===== config.mk =====
export PLATFORM = sky130hd
export DESIGN_NAME = hive_rbus_bridge
export DESIGN_NICKNAME = d
export VERILOG_FILES = /design/src/rtl/hive_rbus_bridge.sv
export SDC_FILE = /design/constraint.sdc
export NUM_CORES = 1
export LEC_CHECK = 0
export CAP_MARGIN = 20
export CORE_ASPECT_RATIO = 0.7
export CORE_MARGIN = 2
export CORE_UTILIZATION = 44
export DETAILED_ROUTE_END_ITERATION = 16
export PLACE_DENSITY = 0.85
export SYNTH_ARGS = -nofsm -noshare
export SYNTH_HDL_FRONTEND = slang
export SYNTH_SLANG_ARGS = --single-unit

===== constraint.sdc =====
create_clock -name clk_i -period 3.7 [get_ports clk_i]
set_input_delay 0.74 -clock clk_i [delete_from_list [all_inputs] [get_ports clk_i]]
set_output_delay 0.74 -clock clk_i [all_outputs]
set_load 0.05 [all_outputs]

===== src/rtl/hive_rbus_bridge.sv =====
// rtl/hive_rbus_bridge.sv - single-outstanding register request to rbus strobe bridge
//
// Converts one processor register request at a time into an rbus write or
// read strobe cycle. Read data is captured RD_LAT cycles after the read
// strobe and returned on a valid/ready response channel. Writes produce no response.
//
// Ports:
//   clk_i, rst_i                 clock, asynchronous active-high reset
//   req_valid_i / req_ready_o    request handshake (ready only when idle)
//   req_wr_i, req_addr_i,        request kind, address, write data
//   req_data_i
//   rsp_valid_o / rsp_ready_i    read response handshake
//   rsp_data_o                   captured read data
//   rbus_addr_o, rbus_wr_data_o  registered rbus address / write data
//   rbus_wr_o, rbus_rd_o         one-cycle rbus strobes
//   rbus_rd_data_i               OR-combined slave read data
//   busy_o                       transaction in progress
module hive_rbus_bridge #(
    parameter int DATA_W = 32,
    parameter int ADDR_W = 4,
    parameter int RD_LAT = 1
) (
    input  logic              clk_i,
    input  logic              rst_i,
    input  logic              req_valid_i,
    output logic              req_ready_o,
    input  logic              req_wr_i,
    input  logic [ADDR_W-1:0] req_addr_i,
    input  logic [DATA_W-1:0] req_data_i,
    output logic              rsp_valid_o,
    input  logic              rsp_ready_i,
    output logic [DATA_W-1:0] rsp_data_o,
    output logic [ADDR_W-1:0] rbus_addr_o,
    output logic              rbus_wr_o,
    output logic              rbus_rd_o,
    output logic [DATA_W-1:0] rbus_wr_data_o,
    input  logic [DATA_W-1:0] rbus_rd_data_i,
    output logic              busy_o
);

    localparam logic [3:0] LAT = 4'(RD_LAT);

    typedef enum logic [2:0] {
        S_IDLE,
        S_WR,
        S_RD,
        S_WAIT,
        S_RESP
    } state_t;

    state_t              state_q, state_d;
    logic [3:0]          cnt_q, cnt_d;
    logic [ADDR_W-1:0]   addr_q, addr_d;
    logic [DATA_W-1:0]   wdata_q, wdata_d;
    logic [DATA_W-1:0]   rdata_q, rdata_d;

    always_ff @(posedge clk_i or posedge rst_i) begin
        if (rst_i) begin
            state_q <= S_IDLE;
            cnt_q   <= '0;
            addr_q  <= '0;
            wdata_q <= '0;
            rdata_q <= '0;
        end else begin
            state_q <= state_d;
            cnt_q   <= cnt_d;
            addr_q  <= addr_d;
            wdata_q <= wdata_d;
            rdata_q <= rdata_d;
        end
    end

    always_comb begin
        state_d = state_q;
        cnt_d   = cnt_q;
        addr_d  = addr_q;
        wdata_d = wdata_q;
        rdata_d = rdata_q;
        case (state_q)
            S_IDLE: begin
                if (req_valid_i) begin
                    // Address and write data are only loaded here, so the
                    // slaves see a stable address until the next accept.
                    addr_d  = req_addr_i;
                    wdata_d = req_data_i;
                    state_d = req_wr_i ? S_WR : S_RD;
                end
            end
            S_WR: state_d = S_IDLE;
            S_RD: begin
                cnt_d   = LAT;
                state_d = S_WAIT;
            end
            S_WAIT: begin
                cnt_d = cnt_q - 4'd1;
                // Counter value 1 marks cycle strobe+RD_LAT, when slave data is valid.
                if (cnt_q == 4'd1) begin
                    rdata_d = rbus_rd_data_i;
                    state_d = S_RESP;
                end
            end
            S_RESP: begin
                if (rsp_ready_i) begin
                    state_d = S_IDLE;
                end
            end
            default: state_d = S_IDLE;
        endcase
    end

    // Handshake and strobe outputs are decoded from state alone, so the
    // asynchronous reset clears them immediately.
    assign req_ready_o    = (state_q == S_IDLE);
    assign rbus_wr_o      = (state_q == S_WR);
    assign rbus_rd_o      = (state_q == S_RD);
    assign rsp_valid_o    = (state_q == S_RESP);
    assign busy_o         = (state_q != S_IDLE);
    assign rbus_addr_o    = addr_q;
    assign rbus_wr_data_o = wdata_q;
    assign rsp_data_o     = rdata_q;

endmodule

-- Word level (Yosys, flattened, before mapping)
Index checks and enable logic that the tools add are counted.
- bits of input ports: 73
- logic and storage cells: 26
- bits in registers: 75
- output and inout bits: 73
- eq/ne operators: 8
- multiplexer cells: 6
- add/sub/neg operators: 1
- reduce and logical (&&, ||, !) cells: 6
- operator list (operator ; count):
    $pmux 3 s4 ; 1
    $mux 3 ; 3
    $pmux 4 s2 ; 1
    $eq 3x2->1 const B ; 2
    $eq 4x1->1 const B ; 1
    $ne 2x2->1 const B ; 2
    $reduce_and 2->1 ; 2
    $sub 4x1->4 const B ; 1
    $eq 3x1->1 const B ; 1
    $eq 3x3->1 const B ; 1
    $logic_not 3->1 ; 1
    $reduce_and 3->1 ; 1
    $reduce_bool 3->1 ; 1
    $mux 2 ; 1
    $ne 2x1->1 const B ; 1
    $reduce_bool 2->1 ; 1

-- Depth between registers and ports, before layout
Gate-level depths: netlist of the first run.
- depth after elaboration: 3
- gate-level depth with buffers: 7
- gate-level depth less buffers: 5

-- Worst setup path after synthesis of the first run
Ideal clock, no wire load.
- path type: reg2out
- from: register state_q[0]
- to: output rbus_wr_o
- data arrival time: 1580 ps
- data required time: 2960 ps
- stages on the path, launching flop included: 3
- buffers on the path: 0
- path slack: 1380 ps
- cell sequence: dfrtp_1 -> inv_1 -> nor3_1
- word-level cells in the longest chain between the ends: 1
- RTL lines (what ; line ; RTL):
    from (decl) ; 51 ; state_t state_q, state_d;
    from (signal assigned) ; 65 ; state_q <= state_d;
    $eq 3x1->1 ; 114 ; assign rbus_wr_o = (state_q == S_WR);
    to (decl) ; 34 ; output logic rbus_wr_o,
Every way passes these cells.

-- Worst setup path in the final report of the first run
- from: register state_q[2]
- to: output req_ready_o
- word-level cells in the longest chain between the ends: 1
- RTL lines (what ; line ; RTL):
    $logic_not 3->1 ; 113 ; assign req_ready_o = (state_q == S_IDLE);
    to (decl) ; 26 ; output logic req_ready_o,
Every way passes these cells.

==> key figures, run 1 <==
Clocking
  • Clock tree buffer depth: 2
  • H-tree depth: 3
  • Hold buffers post-CTS: 0
  • Clock tree from TritonCTS: built
  • CTS resizes: 0
  • TritonCTS buffer count: 9
  • Root buffer cell: clkbuf_8
  • Total setup buffers inserted after CTS: 0
  • Worst-skew pair later-pin latency: 0.34 ns
  • Clock-pin slew on the worst setup and hold paths: 0.08 ns
  • Clk sinks: 75

Worst setup path
  • Crit path largest cell delay: 0.79 ns
  • CP Data Required Time: 2.96 ns
  • CP endpoint: req_ready_o
  • RR Startpoint: state_q[2]$_DFFE_PP0P_
  • CP Max Fanout: 9
  • Critical path endpoint category: primary output
  • Critical Path Start: state_q[2]$_DFFE_PP0P_
  • Crit-path leading delay family: buffers and inverters
  • Reg2Reg Depth: 4
  • Critical path depth: 3
  • Setup slack, reg-to-reg: 1.66 ns
  • Worst flop-to-flop path endpoint: rbus_addr_o[2]$_DFFE_PP0P_
  • Crit start category: flip-flop
  • WP buf/inv: 2
  • Slowest library cell on the worst path: clkdlybuf4s50_1
  • Critical path arrival: 2.06 ns
  • CP cell instances: or3_4 -> inv_2 -> clkdlybuf4s50_1
  • Crit Path Class: flip-flop to primary output

Route
  • Final wirelength: 6849 microns
  • Initial DRC Count: 76
  • DRC viols: 0
  • Drt wl/cell: 15.64 microns
  • Vias per inst: 4.685
  • Remaining antenna violation count: 0
  • Vias after detailed routing: 2052
  • Router iterations before antenna repair: 5

Floorplanning
  • Die Span Y: 74.25 microns
  • Initial Util: 0.4570
  • Row count: 25
  • CORE AREA: 6788 sq um
  • Die X: 104.4 microns
  • Die area: 7747 sq um
  • Io pins: 146

Global routing
  • Initial antenna violation count: 0
  • Met2 usage: 0.2622
  • First-pass GRT wire length: 10940 microns
  • Vias in the first global route: 2117
  • Gr ovfl total: 0
  • Global routing's busiest layer: met2
  • Met1 usage: 0.2423
  • GRT Total Usage: 0.1856
  • Largest net degree at the start of global routing: 41
  • Met3 usage: 0.1078

Timing
  • Clock Skew: 0.01333 ns
  • Setup TNS: 0 ns
  • Worst-Margin Slew: 0.7617 ns
  • Final hold vios: 0
  • Max Freq: 0.3569 GHz
  • RSZ-0062 raised after global routing: false
  • Final max-slew violation count: 0
  • Period utilisation layout: 0.7572
  • Final number of setup-violating endpoints: 0
  • Hold slack: 0.5068 ns
  • Slew HR: 0.4914
  • Period minus WS final: 2.802 ns

Layout
  • Layout cells sized above 1: 0.2587
  • Most common cell after layout, fill and taps aside: clkdlybuf4s50_1
  • Filler Cells Inserted: 452
  • Area growth syn-to-layout: 55.43%
  • Nets@finish: 414
  • N_diodes: 0
  • Most frequent cells in the layout: 145 x clkdlybuf4s50_1, 75 x dfrtp_1, 38 x mux2_2

Flow run
  • Max-Cap Viols: 0

Yosys
  • Cell taking the most area after synthesis: dfrtp_1
  • Synth top area share: 0.6051
  • Asr flop ratio synth: 1.000
  • Post-Syn Nets: 265
  • Syn Inst Count: 190
  • Synth Cell Area: 3102 sq um
  • Unique masters post-synth: 27
  • Main synth FF type: dfrtp_1
  • Number of enable flip-flop cells after synthesis: 0
  • Top post-synthesis cells by area: dfrtp_1 61%, mux2_4 15%, mux2_2 14%
  • Sequential-to-total area share from yosys stat: 0.6051
  • Yosys reg bits: 75
  • Syn. warnings: 0
  • Avg Inst Size Synth: 16.32 sq um

Place
  • PortBufs: 145
  • Post-DP HPWL: 5037 microns
  • Gp weighted congestion: 0.8198

Min path
  • Hold Crit Class: flip-flop to flip-flop

Outcome
  • Status: finished, final reports clean
==> logic make-up (layout without fill, tap and decap cells) <==
| logic type | Yosys count | count (layout) | share of synthesized area |
|---|---|---|---|
| flip-flops | 75 | 75 | 0.6051 |
| multiplexers | 70 | 70 | 0.2896 |
| AND/OR/NAND/NOR | 17 | 17 | 0.03187 |
| buffers and inverters | 15 | 169 | 0.04316 |
| AO/OA/AOI/OAI | 11 | 11 | 0.02219 |
| adder cells (fa/ha/maj) | 2 | 2 | 0.008066 |
==> Yosys cell counts (all sizes together), types with 2 or more instances <==
| cell type | count |
|---|---|
| nand2 | 4 |
| dfrtp | 75 |
| o21ai | 5 |
| inv | 6 |
| mux2 | 68 |
| nor3 | 2 |
| a21oi | 2 |
| ha | 2 |
| buf | 9 |
| nor2 | 3 |
| mux2i | 2 |
==> per-layer routing <==
metal | vias to the layer above | share of wire
met1 | 980 | 0.45
met5 | - | 0
met4 | 0 | 0.0070
met3 | 7 | 0.13
li1 | 954 | -
met2 | 111 | 0.42
==> worst register-to-register path: cells and delay by family, from the launching register on <==
kind | cells | cell delay [ns]
buffers and inverters | 1 | 0.07
DFF | 1 | 0.46
muxes | 1 | 0.42
and+or+nand+nor | 2 | 0.98
==> worst min-delay path by stage <==
stage	end	start	slack, ns	cells past startpoint
detailed placement	rsp_data_o[1]$_DFFE_PP0P_	rsp_data_o[1]$_DFFE_PP0P_	0.49	1
finish	rsp_data_o[1]$_DFFE_PP0P_	rsp_data_o[1]$_DFFE_PP0P_	0.51	1
CTS	rsp_data_o[8]$_DFFE_PP0P_	rsp_data_o[8]$_DFFE_PP0P_	0.51	1
global placement	rsp_data_o[4]$_DFFE_PP0P_	rsp_data_o[4]$_DFFE_PP0P_	0.49	1
floorplan	cnt_q[1]$_DFFE_PP0P_	cnt_q[1]$_DFFE_PP0P_	0.47	2
global route	rsp_data_o[19]$_DFFE_PP0P_	rsp_data_o[19]$_DFFE_PP0P_	0.52	1
==> through the flow <==
stage,instances,worst slack (ns),utilization,area [sq um]
after CTS,438,0.8811,0.7102,4821
after floorplan,190,1.050,-,3102
after global placement,422,1.275,0.6758,4587
final,438,0.8982,0.7102,4821
after detailed placement,422,1.249,0.6758,4587
after global routing,438,0.8239,0.7102,4821
==> layout make-up <==
cell class	instances	area [sq um]	area share
clock buffers	12	135.1	0.02803
repair buffers	147	1479	0.3068
multi-input cells	100	1091	0.2263
flip-flops and latches	75	1877	0.3893
clock inverters	4	98.84	0.02050
well taps	94	117.6	0.02440
inverters	6	22.52	0.004672
==> flip-flops by register name, summed over array words and instances, names as in the netlist <==
name,flops
rsp_data_o,32
state_q,3
rbus_addr_o,4
cnt_q,4
rbus_wr_data_o,32
Power of run 1 is not shown: default switching activity piles up to over one toggle a cycle in this logic, so the estimate is an artifact.
==> run 2, diff against run 1 <==
Settings changed: CORE_UTILIZATION 44 to 41, PLACE_DENSITY 0.85 to 0.8.
Clock period 3.7 ns to 2.68 ns, I/O delays scaled along.
==> key figures, run 2 (synthesized netlist as in run 1, its figures left out) <==
Clocking
  • Clock tree buffer depth: 2
  • Clk sinks: 75
  • Clock-pin slew on the worst setup and hold paths: 0.08 ns
  • H-tree depth: 3
  • Worst-skew pair later-pin latency: 0.33 ns
  • Root buffer cell: clkbuf_8
  • TritonCTS buffer count: 9
  • Clock tree from TritonCTS: built

Layout
  • Nets@finish: 415
  • Layout cells sized above 1: 0.2638
  • Most frequent cells in the layout: 144 x clkdlybuf4s50_1, 75 x dfrtp_1, 38 x mux2_2
  • N_diodes: 0
  • Most common cell after layout, fill and taps aside: clkdlybuf4s50_1
  • Area growth syn-to-layout: 55.83%
  • Design Area, Final: 4833 sq um

Worst setup path
  • Setup slack, reg-to-reg: 0.64 ns
  • Crit start category: flip-flop
  • Crit-path leading delay family: buffers and inverters
  • Crit Path Class: flip-flop to primary output
  • Crit path largest cell delay: 0.81 ns
  • CP Data Required Time: 2.14 ns
  • Critical path endpoint category: primary output
  • CP Max Fanout: 9
  • CP cell instances: nand2b_1 -> nor2_1 -> clkdlybuf4s50_1
  • Slowest library cell on the worst path: clkdlybuf4s50_1
  • WP buf/inv: 1
  • Critical path arrival: 2.01 ns

Route
  • Vias after detailed routing: 2086
  • Final wirelength: 7141 microns
  • Drt wl/cell: 16.12 microns
  • Initial DRC Count: 60
  • Router iterations before antenna repair: 4
  • DRC viols: 0
  • Remaining antenna violation count: 0
  • Vias per inst: 4.709

Place
  • PortBufs: 145
  • Area after DPL: 4612 sq um
  • Post-DP HPWL: 5124 microns
  • Gp weighted congestion: 0.7183

Timing
  • Final max-slew violation count: 0
  • Max Freq: 0.3925 GHz
  • Period utilisation layout: 0.9506
  • Setup TNS: 0 ns
  • RSZ-0062 raised after global routing: false
  • Clock Skew: 0.009235 ns
  • Hold slack: 0.5067 ns
  • Worst-Margin Slew: 0.5449 ns
  • Period minus WS final: 2.548 ns
  • Slew HR: 0.6356
  • Final hold vios: 0
  • Final number of setup-violating endpoints: 0

Floorplanning
  • Row count: 26
  • Die X: 108.0 microns
  • CORE AREA: 7320 sq um
  • Die area: 8288 sq um
  • Die Span Y: 76.77 microns
  • Initial Util: 0.4238
  • Io pins: 146

Outcome
  • Status: finished, final reports clean

Flow run
  • Max-Cap Viols: 0

Global routing
  • Initial antenna violation count: 0
  • GRT Total Usage: 0.1809
  • Vias in the first global route: 2247
  • First-pass GRT wire length: 11490 microns
  • Largest net degree at the start of global routing: 76
  • Gr ovfl total: 0

Min path
  • Hold Crit Class: flip-flop to flip-flop
## run 2: timing repair
action	4_1_cts	5_1_grt
hold buffers	0	0
buffers inserted	0	0
resized for setup	0	1
setup endpoints to repair	0	1
endpoints found under the hold margin	0	0
## run 2: cell type report
cell class                      count  area [sq um]
Fill cell                         538          2486
Sequential cell                    75          1877
Timing Repair Buffer              148          1501
Multi-Input combinational cell    100          1091
Clock buffer                       12         145.1
Tap cell                           98         122.6
Clock inverter                      4         73.82
Inverter                            6         22.52
## run 2: final timing paths
check | depth (start not counted) | start | to
hold reg to reg | 1 | rsp_data_o[30]$_DFFE_PP0P_ | rsp_data_o[30]$_DFFE_PP0P_
setup / recovery | 3 | state_q[2]$_DFFE_PP0P_ | rbus_rd_o
min in group asynchronous | 3 | rst_i | rsp_data_o[28]$_DFFE_PP0P_
max in group asynchronous | 3 | rst_i | cnt_q[1]$_DFFE_PP0P_
hold / removal | 1 | rsp_data_o[30]$_DFFE_PP0P_ | rsp_data_o[30]$_DFFE_PP0P_
setup reg to reg | 5 | state_q[2]$_DFFE_PP0P_ | rbus_wr_data_o[28]$_DFFE_PP0P_
## run 2: stage by stage
step,worst slack [ns],util,instances
after global placement,0.4515,0.6301,427
after floorplan,0.2340,-,190
after CTS,0.02018,0.6600,443
after global routing,0.02680,0.6603,443
after detailed placement,0.4146,0.6301,427
final,0.1324,0.6603,443
## run 2: routing by layer
metal / routed length [microns] / track usage / vias to the layer above / part of all wire
met2: 3143 / 0.2767 / 110 / 0.44
met4: 75 / 0.05769 / 0 / 0.011
met3: 926 / 0.1020 / 7 / 0.13
met5: 0 / 0 / - / 0
met1: 2996 / 0.2165 / 1011 / 0.42
li1: - / - / 958 / -
Power of run 2 is left out for the same reason.
